**src/rtl/vend_ctrl_param.sv**
```systemverilog
// vend_ctrl_param
//   Parametrised vending-machine controller. Counts credit in nickel units
//   (nickel = 1, dime = 2, quarter = 5), holds a programmable price and a
//   stock counter per item, vends on select, and returns change as
//   dime/nickel pulses.
//
// Ports
//   clock, reset            : rising-edge clock, synchronous active-high reset
//   item_number             : item index for select, price write and restock
//   select                  : purchase request (level, sampled each cycle)
//   nickel_in/dime_in/quarter_in : coin-accepted strobes
//   cancel                  : refund all credit as change
//   price_wr_en/price_wr_data : write price of item_number
//   restock_en              : reload stock of item_number with DEFAULT_STOCK
//   dispense, dispensed_item: one-cycle vend pulse and the item vended
//   nickel_out, dime_out    : change-return pulses, one coin per cycle
//   credit                  : current credit
//   sold_out, insufficient, invalid_sel, coin_reject : one-cycle status pulses
//   busy                    : controller is vending or returning change

module vend_ctrl_param #(
    parameter int NUM_ITEMS     = 16,
    parameter int CREDIT_W      = 8,
    parameter int PRICE_W       = 8,
    parameter int STOCK_W       = 4,
    parameter int DEFAULT_PRICE = 3,
    parameter int DEFAULT_STOCK = 2,
    localparam int ITEM_W       = (NUM_ITEMS > 1) ? $clog2(NUM_ITEMS) : 1
) (
    input  logic                clock,
    input  logic                reset,
    input  logic [ITEM_W-1:0]   item_number,
    input  logic                select,
    input  logic                nickel_in,
    input  logic                dime_in,
    input  logic                quarter_in,
    input  logic                cancel,
    input  logic                price_wr_en,
    input  logic [PRICE_W-1:0]  price_wr_data,
    input  logic                restock_en,
    output logic                dispense,
    output logic [ITEM_W-1:0]   dispensed_item,
    output logic                nickel_out,
    output logic                dime_out,
    output logic [CREDIT_W-1:0] credit,
    output logic                sold_out,
    output logic                insufficient,
    output logic                invalid_sel,
    output logic                coin_reject,
    output logic                busy
);

    localparam logic [1:0] IDLE   = 2'd0;
    localparam logic [1:0] VEND   = 2'd1;
    localparam logic [1:0] CHANGE = 2'd2;

    localparam logic [CREDIT_W:0] CREDIT_MAX_EXT = {1'b0, {CREDIT_W{1'b1}}};
    localparam logic [ITEM_W:0]   NUM_ITEMS_EXT  = (ITEM_W + 1)'(NUM_ITEMS);

    logic [1:0]          state;
    logic [PRICE_W-1:0]  price_q [NUM_ITEMS];
    logic [STOCK_W-1:0]  stock_q [NUM_ITEMS];

    // Next-state / next-output values
    logic [1:0]          state_d;
    logic [CREDIT_W-1:0] credit_d;
    logic [ITEM_W-1:0]   item_d;
    logic                dispense_d, nickel_d, dime_d;
    logic                sold_d, insuf_d, inval_d, reject_d;
    logic                price_we, restock_we, stock_dec;

    // Request decode
    logic                item_valid;
    logic [ITEM_W-1:0]   item_idx;
    logic [PRICE_W-1:0]  price_sel;
    logic [STOCK_W-1:0]  stock_sel;
    logic                coins_any;
    logic [3:0]          coin_sum;
    logic [CREDIT_W:0]   credit_sum;

    // One change-return step, shared by cancel, VEND exit and CHANGE
    logic                chg_active, chg_dime, chg_nickel;
    logic [CREDIT_W-1:0] chg_credit;

    assign item_valid = ({1'b0, item_number} < NUM_ITEMS_EXT);
    // Out-of-range indices are redirected to entry 0; their result is masked
    // by item_valid so the array is never read or written out of bounds.
    assign item_idx   = item_valid ? item_number : '0;
    assign price_sel  = price_q[item_idx];
    assign stock_sel  = stock_q[item_idx];

    assign coins_any  = nickel_in | dime_in | quarter_in;
    assign coin_sum   = {3'b000, nickel_in} + {2'b00, dime_in, 1'b0}
                      + (quarter_in ? 4'd5 : 4'd0);
    assign credit_sum = {1'b0, credit} + (CREDIT_W + 1)'(coin_sum);

    assign chg_active = (credit != '0);
    assign chg_dime   = (credit >= CREDIT_W'(2));
    assign chg_nickel = (credit == CREDIT_W'(1));
    assign chg_credit = chg_dime ? credit - CREDIT_W'(2) : '0;

    always_comb begin
        state_d    = state;
        credit_d   = credit;
        item_d     = dispensed_item;
        dispense_d = 1'b0;
        nickel_d   = 1'b0;
        dime_d     = 1'b0;
        sold_d     = 1'b0;
        insuf_d    = 1'b0;
        inval_d    = 1'b0;
        reject_d   = 1'b0;
        price_we   = 1'b0;
        restock_we = 1'b0;
        stock_dec  = 1'b0;

        case (state)
            IDLE: begin
                if (cancel) begin
                    // Cancel claims the cycle; the first change coin is issued
                    // on the same edge that leaves IDLE.
                    reject_d = coins_any;
                    if (chg_active) begin
                        dime_d   = chg_dime;
                        nickel_d = chg_nickel;
                        credit_d = chg_credit;
                        state_d  = CHANGE;
                    end
                end else if (price_wr_en || restock_en) begin
                    reject_d   = coins_any;
                    price_we   = price_wr_en && item_valid;
                    restock_we = restock_en && item_valid;
                end else if (select) begin
                    reject_d = coins_any;
                    if (!item_valid) begin
                        inval_d = 1'b1;
                    end else if (stock_sel == '0) begin
                        sold_d = 1'b1;
                    end else if (credit < CREDIT_W'(price_sel)) begin
                        insuf_d = 1'b1;
                    end else begin
                        credit_d   = credit - CREDIT_W'(price_sel);
                        stock_dec  = 1'b1;
                        item_d     = item_number;
                        dispense_d = 1'b1;
                        state_d    = VEND;
                    end
                end else if (coins_any) begin
                    if (credit_sum > CREDIT_MAX_EXT) begin
                        reject_d = 1'b1;
                    end else begin
                        credit_d = credit_sum[CREDIT_W-1:0];
                    end
                end
            end

            VEND, CHANGE: begin
                // Leaving VEND issues the first change coin directly so the
                // pulse train starts the cycle after dispense; the last coin's
                // cycle is still spent in CHANGE, returning to IDLE after it.
                reject_d = coins_any;
                if (chg_active) begin
                    dime_d   = chg_dime;
                    nickel_d = chg_nickel;
                    credit_d = chg_credit;
                    state_d  = CHANGE;
                end else begin
                    state_d  = IDLE;
                end
            end

            default: state_d = IDLE;
        endcase
    end

    always_ff @(posedge clock) begin
        if (reset) begin
            state          <= IDLE;
            credit         <= '0;
            dispensed_item <= '0;
            dispense       <= 1'b0;
            nickel_out     <= 1'b0;
            dime_out       <= 1'b0;
            sold_out       <= 1'b0;
            insufficient   <= 1'b0;
            invalid_sel    <= 1'b0;
            coin_reject    <= 1'b0;
            busy           <= 1'b0;
            for (int unsigned i = 0; i < NUM_ITEMS; i++) begin
                price_q[i] <= PRICE_W'(DEFAULT_PRICE);
                stock_q[i] <= STOCK_W'(DEFAULT_STOCK);
            end
        end else begin
            state          <= state_d;
            credit         <= credit_d;
            dispensed_item <= item_d;
            dispense       <= dispense_d;
            nickel_out     <= nickel_d;
            dime_out       <= dime_d;
            sold_out       <= sold_d;
            insufficient   <= insuf_d;
            invalid_sel    <= inval_d;
            coin_reject    <= reject_d;
            busy           <= (state_d != IDLE);
            if (price_we) begin
                price_q[item_idx] <= price_wr_data;
            end
            if (restock_we) begin
                stock_q[item_idx] <= STOCK_W'(DEFAULT_STOCK);
            end else if (stock_dec) begin
                stock_q[item_idx] <= stock_sel - STOCK_W'(1);
            end
        end
    end

endmodule

```
**config.mk**
```make
export PLATFORM = sky130hd
export DESIGN_NAME = vend_ctrl_param
export DESIGN_NICKNAME = d
export VERILOG_FILES = /design/src/rtl/vend_ctrl_param.sv
export SDC_FILE = /design/constraint.sdc
export NUM_CORES = 1
export LEC_CHECK = 0
export BUFFER_PORTS_ARGS = -buffer_cell sky130_fd_sc_hd__buf_2
export CORE_MARGIN = 3
export CORE_UTILIZATION = 56
export DETAILED_ROUTE_END_ITERATION = 16
export PLACE_DENSITY = 0.78
export SLEW_MARGIN = 20
export SYNTH_ARGS = -nofsm -noshare
export SYNTH_HDL_FRONTEND = slang
export SYNTH_SLANG_ARGS = --single-unit
```
**constraint.sdc**
```tcl
create_clock -name clock -period 4.2 [get_ports clock]
set_input_delay 0.21 -clock clock [delete_from_list [all_inputs] [get_ports clock]]
set_output_delay 0.21 -clock clock [all_outputs]
set_load 0.03 [all_outputs]
```
======== After elaboration in Yosys (flattened, before gate mapping) ========
Memories as Yosys holds them, arrays and structs flattened.
Cells that the tools add are included.
operators by class
  mux-type cells .......................... 64
  order comparisons ....................... 3
  bitwise gates (word level) .............. 9
  add/subtract/negate cells ............... 6
  reductions and logical operators ........ 13
  eq/ne operators ......................... 8
operators by type and width
  kind                   number
  $mux W8                10
  $mux W1                37
  $mux W4                4
  $ne A4 B4 Y1 const B   4
  $pmux W8 S2            1
  $mux W2                7
  $reduce_and A6 Y1      2
  $add A8 B4 Y9          1
  $gt A9 B8 Y1 const B   1
  $eq A8 B1 Y1 const B   1
  $ge A8 B2 Y1 const B   1
  $lt A8 B8 Y1           1
  $reduce_bool A8 Y1     1
  $reduce_or A8 Y1       1
  $sub A8 B2 Y8 const B  1
  $sub A8 B8 Y8          1
  $not A1 Y1             6
  $pmux W1 S2            3
  $reduce_or A6 Y1       1
  $reduce_or A5 Y1       1
  $add A3 B3 Y4          1
  $logic_not A4 Y1       1
  $pmux W2 S2            1
  $reduce_bool A2 Y1     2
  11 further kinds       13
word-level totals
  RAM bits ................................ 192
  input port bits ......................... 21
  flip-flop bits (word level) ............. 21
  memories kept ........................... 2
  word-level logic and storage cells ...... 115
  output and inout port bits .............. 20
memories
  name     words  width  read ports  clocked after Yosys merged registers in  write ports  line  RTL
  price_q  16     8      1           0                                        16           61    logic [PRICE_W-1:0] price_q [NUM_ITEMS];
  stock_q  16     4      1           0                                        16           62    logic [STOCK_W-1:0] stock_q [NUM_ITEMS];

======== Depth between registers and ports, before layout ========
An unclocked memory read counts as a cell.
  depth after elaboration ................. 15
  mapped depth ............................ 16
  gate-level depth less buffers ........... 10

======== Worst setup path before layout ========
No wires, ideal clock.
  path type ............................... input to register
  start point ............................. input item_number[0]
  end point ............................... memory stock_q[0][1], data pin
  slack ................................... -0.170 ns
  path buffers ............................ 5
  cell stages on the path ................. 15
  arrival time ............................ 4.108 ns
  required time ........................... 3.937 ns
  library setup time ...................... 0.263 ns
  cell sequence ........................... buf_2 buf_2 buf_1 mux4_2 mux4_2 ha_1 fa_1 nor2b_1 o211ai_1 and3_1 nor2_1 and4_1 clkbuf_1 buf_2 nand2_1
RTL lines
  item                line  RTL
  start: declaration  32    input logic [ITEM_W-1:0] item_number,
  end: declaration    62

==> metrics.yaml <==
clocking:
  cts.htree.levels: 1
  count_of_hold_fix_buffers_inserted_at_cts: 0
  cts_buffers: 23
  cts_tree: "built"
  cts.root.buffer_cell: "clkbuf_16"
  post-cts-setup-buffers: 0
  max-clock-path-buffers: 3
  clk_latency_ns: 0.51
  cts_sinks: 213
  cts_resized: 0
  cts.reportedPaths.clkPinSlew_ns: 0.06
synth:
  synth-simple-area-share_pct: 17.1
  synth-xor-area-share_pct: 0.480
  total_number_of_yosys_warnings: 0
  synth_ff_type: "edfxtp_1"
  syn-num-nets: 884
  synth_top_family_by_area: "simple AND/OR/NAND/NOR gates"
  post_synth_inst_count: 846
  seq_area_frac_synth_pct: 56.5
  syn_area_per_cell_sq_um: 12.9
  synth_edf_count: 192
  muxShareOfSynthArea_pct: 13.2
  synth_adder_area_share_pct: 2.15
  share_of_the_synthesized_area_in_compound_gates_ao_oa_aoi_oai_pct: 7.40
  async_set_or_reset_register_ratio_after_synthesis_pct: 0
  post_synth_instance_area_sq_um: 11000
  ys_seq_elements: 213
  yosys.cell_types.count: 70
finish:
  fillerInstances: 1309
  layout.cells.most_common_list: "edfxtp_1, and2_1, nor2_1"
  fin_util_pct: 64.5
  flow.area_growth_from_synthesis_pct: 11.6
  multi_input_comb_area_sq_um: 4430
  sequential_cell_area_sq_um: 6190
  final_common_cell: "edfxtp_1"
  design.final.nets: 931
  antenna-diode-count: 0
  layout-drive-gt1-share_pct: 20.8
sta:
  hold_ws_ns: 0.0901
  max_freq_mhz: 266
  post_route_clock_period_utilization_pct: 89.6
  hold_violations: 0
  finalSetupViolations: 0
  totalNegativeSetupSlack_ns: 0
  slew_violations: 0
  finClkSkew_ns: 0.0189
  fin_crit_ns: 3.76
  slew_headroom_pct: 46.1
  grt_setup_unrepaired: "false"
  tightest_slew_ns: 0.808
place:
  finalWeightedCongestion: 0.903
  port_bufs: 39
  dp.final_hpwl_mm: 17.9
power:
  vdd_ir_drop_max_v: 0.000256
  static-leakage-power_nw: 4.28
  pwr_density_cell_nw_per_um2: 478
drt:
  drt-pass1-iter-count: 6
  drt-initial-drc-count: 853
  drt_wl_total_mm: 25.6
  ant_nets: 0
  dr_total_vias: 7293
  detail_route.vias_per_cell: 6.23
  detail_route.drc_violations: 0
  route.detailed.wl_per_inst_um: 21.9
global_routing:
  first_global_vias: 7200
  grt_pass1_wl_mm: 40.4
  initial_antenna_violation_count: 1
  gr-total-overflow: 0
  grt_util_all_layers_pct: 24.1
  maximum_number_of_pins_on_one_net_before_global_route_repair: 30
floorplanning:
  core_area_sq_um: 19000
  fp.dieW_um: 146
  initial_core_util_pct: 57.8
  pin_count: 41
  fp.dieH_um: 146
  fp.dieArea_sq_um: 21300
  row_count: 50
run_status:
  status: "finished, final reports clean"
setup_path:
  crit_path_start: "price_q[15][0]"
  path_max_fanout: 12
  startpoint_type_of_the_worst_setup_path: "register"
  reg2regPathDepth: 11
  critPathKind: "reg -> reg"
  crit_path_cell_trace: "mux4_2, mux4_2, ha_1, fa_1, nor2b_1, o211ai_1, and3_1, nor2_2, a32o_2, buf_4, a21o_1"
  critical_path_cell_with_the_highest_stage_delay: "mux4_2"
  timing.critical_path.arrival_ns: 3.96
  worst_path_largest_cell_delay_ns: 0.51
  worstPathRequired_ns: 4.40
  reg2reg_from: "price_q[15][0]"
  critical-path-top-delay-family: "multiplexers"
  critPathBufInv: 1
  critical-path-top-cell-by-count: "mux4_2"
  cp.depth: 11
  end_kind: "register"
worst_hold_path:
  min_delay_path_depth: 3
  hold_path.startpoint: "price_wr_en"
  hold_crit_path_type: "in -> reg"
job:
  cap_viol_max_count: 0
==> metrics by stage <==
step           power, mW  worst slack [ns]  instances  instance area, sq um
3_5_place_dp        3.95             0.183       1128                 11500
5_1_grt             6.11             0.263       1170                 12200
6_report            5.84             0.439       1170                 12200
3_3_place_gp        3.93             0.216       1128                 11500
4_1_cts             5.84             0.458       1170                 12200
2_1_floorplan       3.56            0.0419        846                 11000
==> power by group <==
group / switching [mW] / total, mW / internal, mW
clock: 0.795 / 1.91 / 1.11
sequential: 0.112 / 2.52 / 2.41
combinational: 0.862 / 1.42 / 0.555
total: 1.77 / 5.84 / 4.08
==> registers in the layout, indices dropped and copies added, names as in the netlist <==
name	flops
sold_out	1
coin_reject	1
dispensed_item	4
state	2
insufficient	1
dispense	1
busy	1
price_q	128
dime_out	1
nickel_out	1
stock_q	64
credit	8
==> layer usage <==
metal	up-vias	global-route usage (%)	part of all wire [%]
met5	-	0	0.051
met3	49	4.52	10
li1	3288	-	-
met1	3528	33.6	39
met2	426	39.6	49
met4	2	6.46	2.1
==> cell usage after synthesis (4+ instances only) <==
master | n | area share [%]
a21o_1 | 13 | 0.89
a21oi_1 | 12 | 0.55
and2_1 | 102 | 5.8
and3_1 | 4 | 0.23
buf_2 | 10 | 0.46
clkbuf_1 | 39 | 1.3
dfxtp_1 | 21 | 3.8
edfxtp_1 | 192 | 53
ha_1 | 14 | 1.6
inv_1 | 20 | 0.69
mux2i_1 | 6 | 0.55
mux4_1 | 6 | 1.4
mux4_2 | 53 | 11
nand2_1 | 48 | 1.6
nand2b_1 | 7 | 0.40
nand3_1 | 19 | 0.87
nand3b_1 | 4 | 0.27
nor2_1 | 77 | 2.6
nor2_2 | 10 | 0.57
nor2b_1 | 8 | 0.46
nor3_1 | 17 | 0.78
nor4_1 | 6 | 0.34
o211ai_1 | 5 | 0.34
o21a_1 | 6 | 0.41
o21ai_0 | 36 | 1.6
o31a_1 | 4 | 0.32
or3_1 | 36 | 2.1
or4_1 | 4 | 0.27
==> kinds of logic after synthesis <==
logic type                 after synthesis
DFF                                    213
and+or+nand+nor                        351
muxes                                   68
adders and majority gates               17
xor gates and xnor gates                 6
buffers and inverters                   77
other                                    1
AOI/OAI and AO/OA                      113
==> area by class of cell <==
| type | instances | area share (%) |
|---|---|---|
| inverter | 21 | 0.645 |
| sequential | 213 | 50.6 |
| clock inverter | 12 | 0.798 |
| timing repair buffer | 78 | 3.99 |
| tap | 260 | 2.66 |
| multi-input combinational | 556 | 36.2 |
| clock buffer | 30 | 5.09 |
==> tightest hold or removal path, stage by stage <==
cell	delay (ns)
buf_2	0.14
nor2_1	0.09
a311oi_1	0.09
==> path summary, 6_finish.rpt <==
| path | to | slack (ns) |
|---|---|---|
| setup / recovery | stock_q[8][2] | 0.44 |
| hold / removal | coin_reject | 0.09 |
| hold reg to reg | dispensed_item[1] | 0.47 |
| setup reg to reg | stock_q[8][2] | 0.44 |
Power figures use the tool's default switching activity.
